### config.mk
export PLATFORM = sky130hd
export DESIGN_NAME = zeroheti_dmem_arb
export DESIGN_NICKNAME = d
export VERILOG_FILES = /design/src/rtl/zeroheti_dmem_arb.sv
export SDC_FILE = /design/constraint.sdc
export NUM_CORES = 1
export LEC_CHECK = 0
export ABC_AREA = 1
export BUFFER_PORTS_ARGS = -buffer_cell sky130_fd_sc_hd__buf_2
export CAP_MARGIN = 20
export CORE_AREA = 10 10 107 109
export CTS_BUF_LIST = sky130_fd_sc_hd__clkbuf_8
export DETAILED_ROUTE_END_ITERATION = 6
export DIE_AREA = 0 0 117 119
export PLACE_DENSITY = 0.7
export SYNTH_ARGS = -nofsm -noshare
export SYNTH_HDL_FRONTEND = slang
export SYNTH_SLANG_ARGS = --single-unit
### constraint.sdc
create_clock -name clk_i -period 5 [get_ports clk_i]
set_input_delay 0.25 -clock clk_i [delete_from_list [all_inputs] [get_ports clk_i]]
set_output_delay 0.25 -clock clk_i [all_outputs]
set_load 0.1 [all_outputs]
### src/rtl/zeroheti_dmem_arb.sv
// Round-robin arbiter between the core data port and the system bus for the zeroHETI DMEM SRAM.
// Range-checks addresses against the DMEM window; out-of-window accesses get an error response.
module zeroheti_dmem_arb #(
    parameter logic [31:0] BaseAddr  = 32'h0002_0000,
    parameter int unsigned SizeBytes = 16384,
    localparam int unsigned WordAw   = $clog2(SizeBytes / 4)
) (
    input  logic                   clk_i,
    input  logic                   rst_i,
    input  logic [1:0]             m_req_i,
    output logic [1:0]             m_gnt_o,
    input  logic [1:0][31:0]       m_addr_i,
    input  logic [1:0]             m_we_i,
    input  logic [1:0][3:0]        m_be_i,
    input  logic [1:0][31:0]       m_wdata_i,
    output logic [1:0]             m_rvalid_o,
    output logic [1:0][31:0]       m_rdata_o,
    output logic [1:0]             m_err_o,
    output logic                   mem_req_o,
    output logic                   mem_we_o,
    output logic [WordAw-1:0]      mem_addr_o,
    output logic [3:0]             mem_be_o,
    output logic [31:0]            mem_wdata_o,
    input  logic [31:0]            mem_rdata_i
);

    logic        prio_q, prio_d;
    logic        rsp_valid_q, rsp_id_q, rsp_err_q, rsp_we_q;
    logic        gnt_any, gnt_id;
    logic [31:0] sel_addr, offset;
    logic        in_range;

    // Grant is suppressed during reset so nothing reaches the SRAM.
    always_comb begin
        gnt_any = 1'b0;
        gnt_id  = 1'b0;
        if (!rst_i) begin
            unique case (m_req_i)
                2'b01: begin gnt_any = 1'b1; gnt_id = 1'b0;   end
                2'b10: begin gnt_any = 1'b1; gnt_id = 1'b1;   end
                2'b11: begin gnt_any = 1'b1; gnt_id = prio_q; end
                default: ;
            endcase
        end
    end

    always_comb begin
        sel_addr = m_addr_i[gnt_id];
        offset   = sel_addr - BaseAddr;
        in_range = (sel_addr >= BaseAddr) && (offset < 32'(SizeBytes));
        prio_d   = gnt_any ? ~gnt_id : prio_q;
    end

    always_comb begin
        m_gnt_o     = gnt_any ? (gnt_id ? 2'b10 : 2'b01) : 2'b00;
        mem_req_o   = gnt_any & in_range;
        mem_we_o    = gnt_any ? m_we_i[gnt_id] : 1'b0;
        mem_addr_o  = gnt_any ? offset[WordAw+1:2] : '0;
        mem_be_o    = gnt_any ? m_be_i[gnt_id] : 4'h0;
        mem_wdata_o = gnt_any ? m_wdata_i[gnt_id] : 32'h0;
    end

    always_ff @(posedge clk_i) begin
        if (rst_i) begin
            prio_q      <= 1'b0;
            rsp_valid_q <= 1'b0;
            rsp_id_q    <= 1'b0;
            rsp_err_q   <= 1'b0;
            rsp_we_q    <= 1'b0;
        end else begin
            prio_q      <= prio_d;
            rsp_valid_q <= gnt_any;
            if (gnt_any) begin
                rsp_id_q  <= gnt_id;
                rsp_err_q <= ~in_range;
                rsp_we_q  <= m_we_i[gnt_id];
            end
        end
    end

    // A response still held while reset is asserted is dropped, not delivered.
    always_comb begin
        m_rvalid_o = 2'b00;
        m_err_o    = 2'b00;
        m_rdata_o  = '0;
        if (rsp_valid_q && !rst_i) begin
            m_rvalid_o[rsp_id_q] = 1'b1;
            m_err_o[rsp_id_q]    = rsp_err_q;
            if (!rsp_err_q && !rsp_we_q) begin
                m_rdata_o[rsp_id_q] = mem_rdata_i;
            end
        end
    end

endmodule

# --- Word-level counts from Yosys, hierarchy flattened ---
# Cells that the tools add are included.
totals:
  out_inout_bits: 120
  reg_bits: 5
  in_bits: 174
  word_cells: 53
classes:
  n_addsub: 1
  order_cmp: 5
  reduce_logical: 8
  muxes: 26
  n_eq_ne: 3
  bitwise_logic: 5
ops:
  columns: ["cell", "count"]
  rows:
  - ["32-bit two-way mux", 6]
  - ["64-bit two-way mux", 2]
  - ["64-bit AND", 1]
  - ["32-bit demux with 1-bit select", 1]
  - ["32-bit by 18-bit greater-or-equal comparator with 1-bit output (second input constant)", 1]
  - ["32-bit by 15-bit less-than comparator with 1-bit output (second input constant)", 1]
  - ["32-bit by 18-bit subtractor with 32-bit output (second input constant)", 1]
  - ["12-bit two-way mux", 1]
  - ["4-bit two-way mux", 3]
  - ["2-bit two-way mux", 4]
  - ["1-bit two-way mux", 7]
  - ["2-bit == test (second input constant)", 2]
  - ["1-bit logical AND", 4]
  - ["1-bit by 2-bit less-than comparator with 1-bit output (second input constant)", 2]
  - ["1-bit logical NOT", 3]
  - ["3-bit OR reduction", 1]
  - ["2-bit AND", 1]
  - ["2-bit by 1-bit == test with 1-bit output (second input constant)", 1]
  - ["1-bit inverter", 2]
  - ["1-bit one-hot mux with 2 select lines", 1]
  - ["1-bit AND", 1]
  - ["1-bit demux with 1-bit select", 1]
  - ["1-bit greater-or-equal comparator (second input constant)", 1]

# --- Depth between registers and ports, before layout ---
depth:
  word_depth: 9
  mapped_depth: 16

# --- Worst setup path before layout ---
# No wires, ideal clock.
synth_path:
  kind: "input-to-output"
  startpoint: "input rst_i"
  endpoint: "output m_rdata_o[23] (netlist bit)"
  slack_ns: 0.473
  n_path_buf: 1
  cell_stages: 6
  required_time_ns: 4.750
  t_arrival_ns: 4.277
  cell_sequence: "inv_1 -> nand2_1 -> nor2_1 -> inv_1 -> buf_1 -> nor3_1"
synth_lines:
  columns: ["element", "line_no", "text"]
  rows:
  - ["start: declaration", "9", "input logic rst_i,"]
  - ["end: declaration", "17", "output logic [1:0][31:0] m_rdata_o,"]

# --- Final worst setup path ---
layout_path:
  startpoint: "register prio_q"
  endpoint: "output mem_req_o"
layout_between:
  elab_chain_cells: 8
  elab_cells_between_ends: 9
layout_rtl:
  columns: ["element", "line_no", "text"]
  rows:
  - ["start: declaration", "27", "logic prio_q, prio_d;"]
  - ["start signal: assignment", "71", "prio_q <= prio_d;"]
  - ["1-bit one-hot mux with 2 select lines (*)", "38", "unique case (m_req_i)"]
  - ["1-bit two-way mux (*)", "37", "if (!rst_i) begin"]
  - ["32-bit two-way mux (implied by the code) (*) (2 in series)", "48", "sel_addr = m_addr_i[gnt_id];"]
  - ["32-bit by 18-bit subtractor with 32-bit output", "49", "offset = sel_addr - BaseAddr;"]
  - ["32-bit by 15-bit less-than comparator with 1-bit output", "50", "in_range = (sel_addr >= BaseAddr) && (offset < 32'(SizeBytes));"]
  - ["1-bit logical AND (*)", "50", null]
  - ["1-bit AND (*)", "56", "mem_req_o = gnt_any & in_range;"]
  - ["end: declaration", "19", "output logic mem_req_o,"]
# Every way passes the cells marked *; elsewhere a longest branch is shown, timed or not. The select of a mux whose other input is x is not followed.

==> reports/results.txt <==
Routed WL: 11330 um
CP most frequent cell: nand2_1
DRC: 0
Register area share after synthesis: 0.05529
Final setup fails: 0
Skew final: 0.003461 ns
Num rows: 36
Critical path's top delay family: simple AND/OR/NAND/NOR gates
Remaining global-route overflow: 0
Clk buf depth: 2
Critical path fanouts, max: 37
Worst slack, placed: 2.197 ns
Syn Area/Cell: 5.143 sq um
RSZ-0062 raised after global routing: no
IO buf count: 289
Post-route insts no fill: 736
Number of iterations in the first detailed-routing pass: 4
Setup TNS: 0 ns
Cells after Synth: 352
H-Tree Depth: 1
Fin. Hold Viols: 0
Worst hold path type: input port to flop
CTS Sinks: 5
Area growth from synthesis to layout: 84.38%
Final Wtd Congestion: 0.8050
Syn Nets: 527
Post-CTS Hold Buffers: 0
Peak supply drop: 0.0001309 V
Initial antenna violation count: 0
Crit share post-route: 0.6039
Met3 Use GR: 0.06576
CP peak stage delay: 0.42 ns
Die area: 13920 sq um
Worst setup margin: 1.980 ns
Fin nets: 798
GRT Overall Usage: 0.1454
TritonCTS clock tree: yes
Ports: 294
1st-iter DRT viols: 131
Post-synth top area share: 0.1797
DR vias/cell: 4.397
Clock Pin Slew Worst Setup and Hold Paths: 0.04 ns
Leakage: 2.239 nW
Grt peak-use layer: met2
CP Data Required Time: 4.75 ns
Crit-path slowest cell: buf_2
F_max: 0.3312 GHz
Largest area contributor in the netlist: nor3_1
Dpl cells: 732
Post-CTS Setup Bufs: 0
Most common cell after layout, fill and taps aside: buf_2
CP arrival: 2.77 ns
Crit path capture type: output port
Slew Viols, Final: 0
Worst Path Buf+Inv: 3
GR Layer Usage met1: 0.1442
Status: finished clean
Wire per inst: 15.40 um
Vias: 3236
First-pass GRT wire length: 16390 um
Skew-Pair Late Insertion Delay: 0.22 ns
CTS Buf Count: 3
Core Region: 9459 sq um
Synth Register Bits: 5
Die X: 117 um
Initial Util: 0.1914
Antenna cells: 0
Routing usage on met2: 0.2730
Post-route ant nets: 0
CP Class: flop to output port
Largest net degree at the start of global routing: 65
Crit path time final: 3.020 ns
Critical R2R Launch: prio_q
Post-synth cell types: 27
Post_cts resized: 0
Synth top area cells: nor3_1, a22o_1, nand2_1
Crit path cell chain: inv_1 > nand2_1 > nand2_4 > nand2_1 > o21ai_2 > ha_1 > nand2_1 > nor2_1 > nand2_1 > nor2_1 > nand3_1 > nor2_1 > nand3_1 > inv_1 > buf_2
Relative slew margins: 0.2973
Mapped cell area: 1810 sq um
PwrDens: 191.4 nW/um^2
Clock Tree Root: clkbuf_8
Most frequent cells in the layout: buf_2, nand2_1, nor3_1
Critical path startpoint: prio_q
CP Launch Type: flop
Finished Core Util: 0.3529
Slew @ Worst Pin: 1.054 ns
Die H: 119 um
Hold wc startpoint: rst_i
Post-DP HPWL: 10020 um
Via count of the first global-routing pass: 3161
Max-cap viol count: 0
Synth warnings: 0
Share of layout cells above drive strength 1: 0.4952
## power by group
group	internal [W]	switching, W
Combinational	0.000112	0.000408
Clock	0.0000536	0.0000214
Sequential	0.0000426	0.00000107
## worst paths after layout
path	endpoint	cells after the start	slack, ns
worst min register to register	rsp_we_q	2	0.47
worst max-delay path	mem_req_o	15	1.98
worst max register to register	rsp_err_q	15	2.74
worst min-delay path	prio_q	2	0.31
## final cells by class
type	instances	area (sq um)
Inverter	64	240.2
Sequential cell	5	100.1
Fill cell	1062	6121
Clock inverter	1	5.005
Multi-Input combinational cell	257	1340
Clock buffer	3	41.29
Timing Repair Buffer	292	1469
Tap cell	114	142.6
## synthesized netlist by cell type, drive strengths merged
library cell,number
nand2,82
nor3,65
inv,64
a22o,34
nor2,34
a21oi,16
clkbuf,14
buf,12
nand3,10
o21ai,8
dfxtp,5
nand3b,4
a211oi,1
ha,1
mux2i,1
or2,1
## registers in the layout, indices dropped and copies added, names as in the netlist
signal / cells
prio_q: 1
rsp_err_q: 1
rsp_id_q: 1
rsp_valid_q: 1
rsp_we_q: 1
## cell families after synthesis
kind of cell             after synthesis  synth area share
AO/OA/AOI/OAI                         59            0.2391
adder cells (fa/ha/maj)                1          0.006910
buffers and inverters                 90            0.2046
flip-flops                             5           0.05529
multiplexers                           1          0.005529
AND/OR/NAND/NOR                      196            0.4886
## metrics by stage
step | area, sq um | power [W] | hold slack [ns]
detailed placement | 3292 | 0.0005672 | 0.4682
global placement | 3292 | 0.0005658 | 0.4601
global route | 3338 | 0.0006742 | 0.3265
floorplan | 1810 | 0.0004443 | 0.3191
finish | 3338 | 0.0006389 | 0.3104
CTS | 3338 | 0.0006455 | 0.3054
## layer usage
metal / share of wire / vias to the layer above
met3: 0.14 / 4
met2: 0.49 / 189
met1: 0.36 / 1358
met5: 0 / -
met4: 0.0086 / 0
li1: - / 1685
No activity file was read; power rests on OpenSTA's default activity.
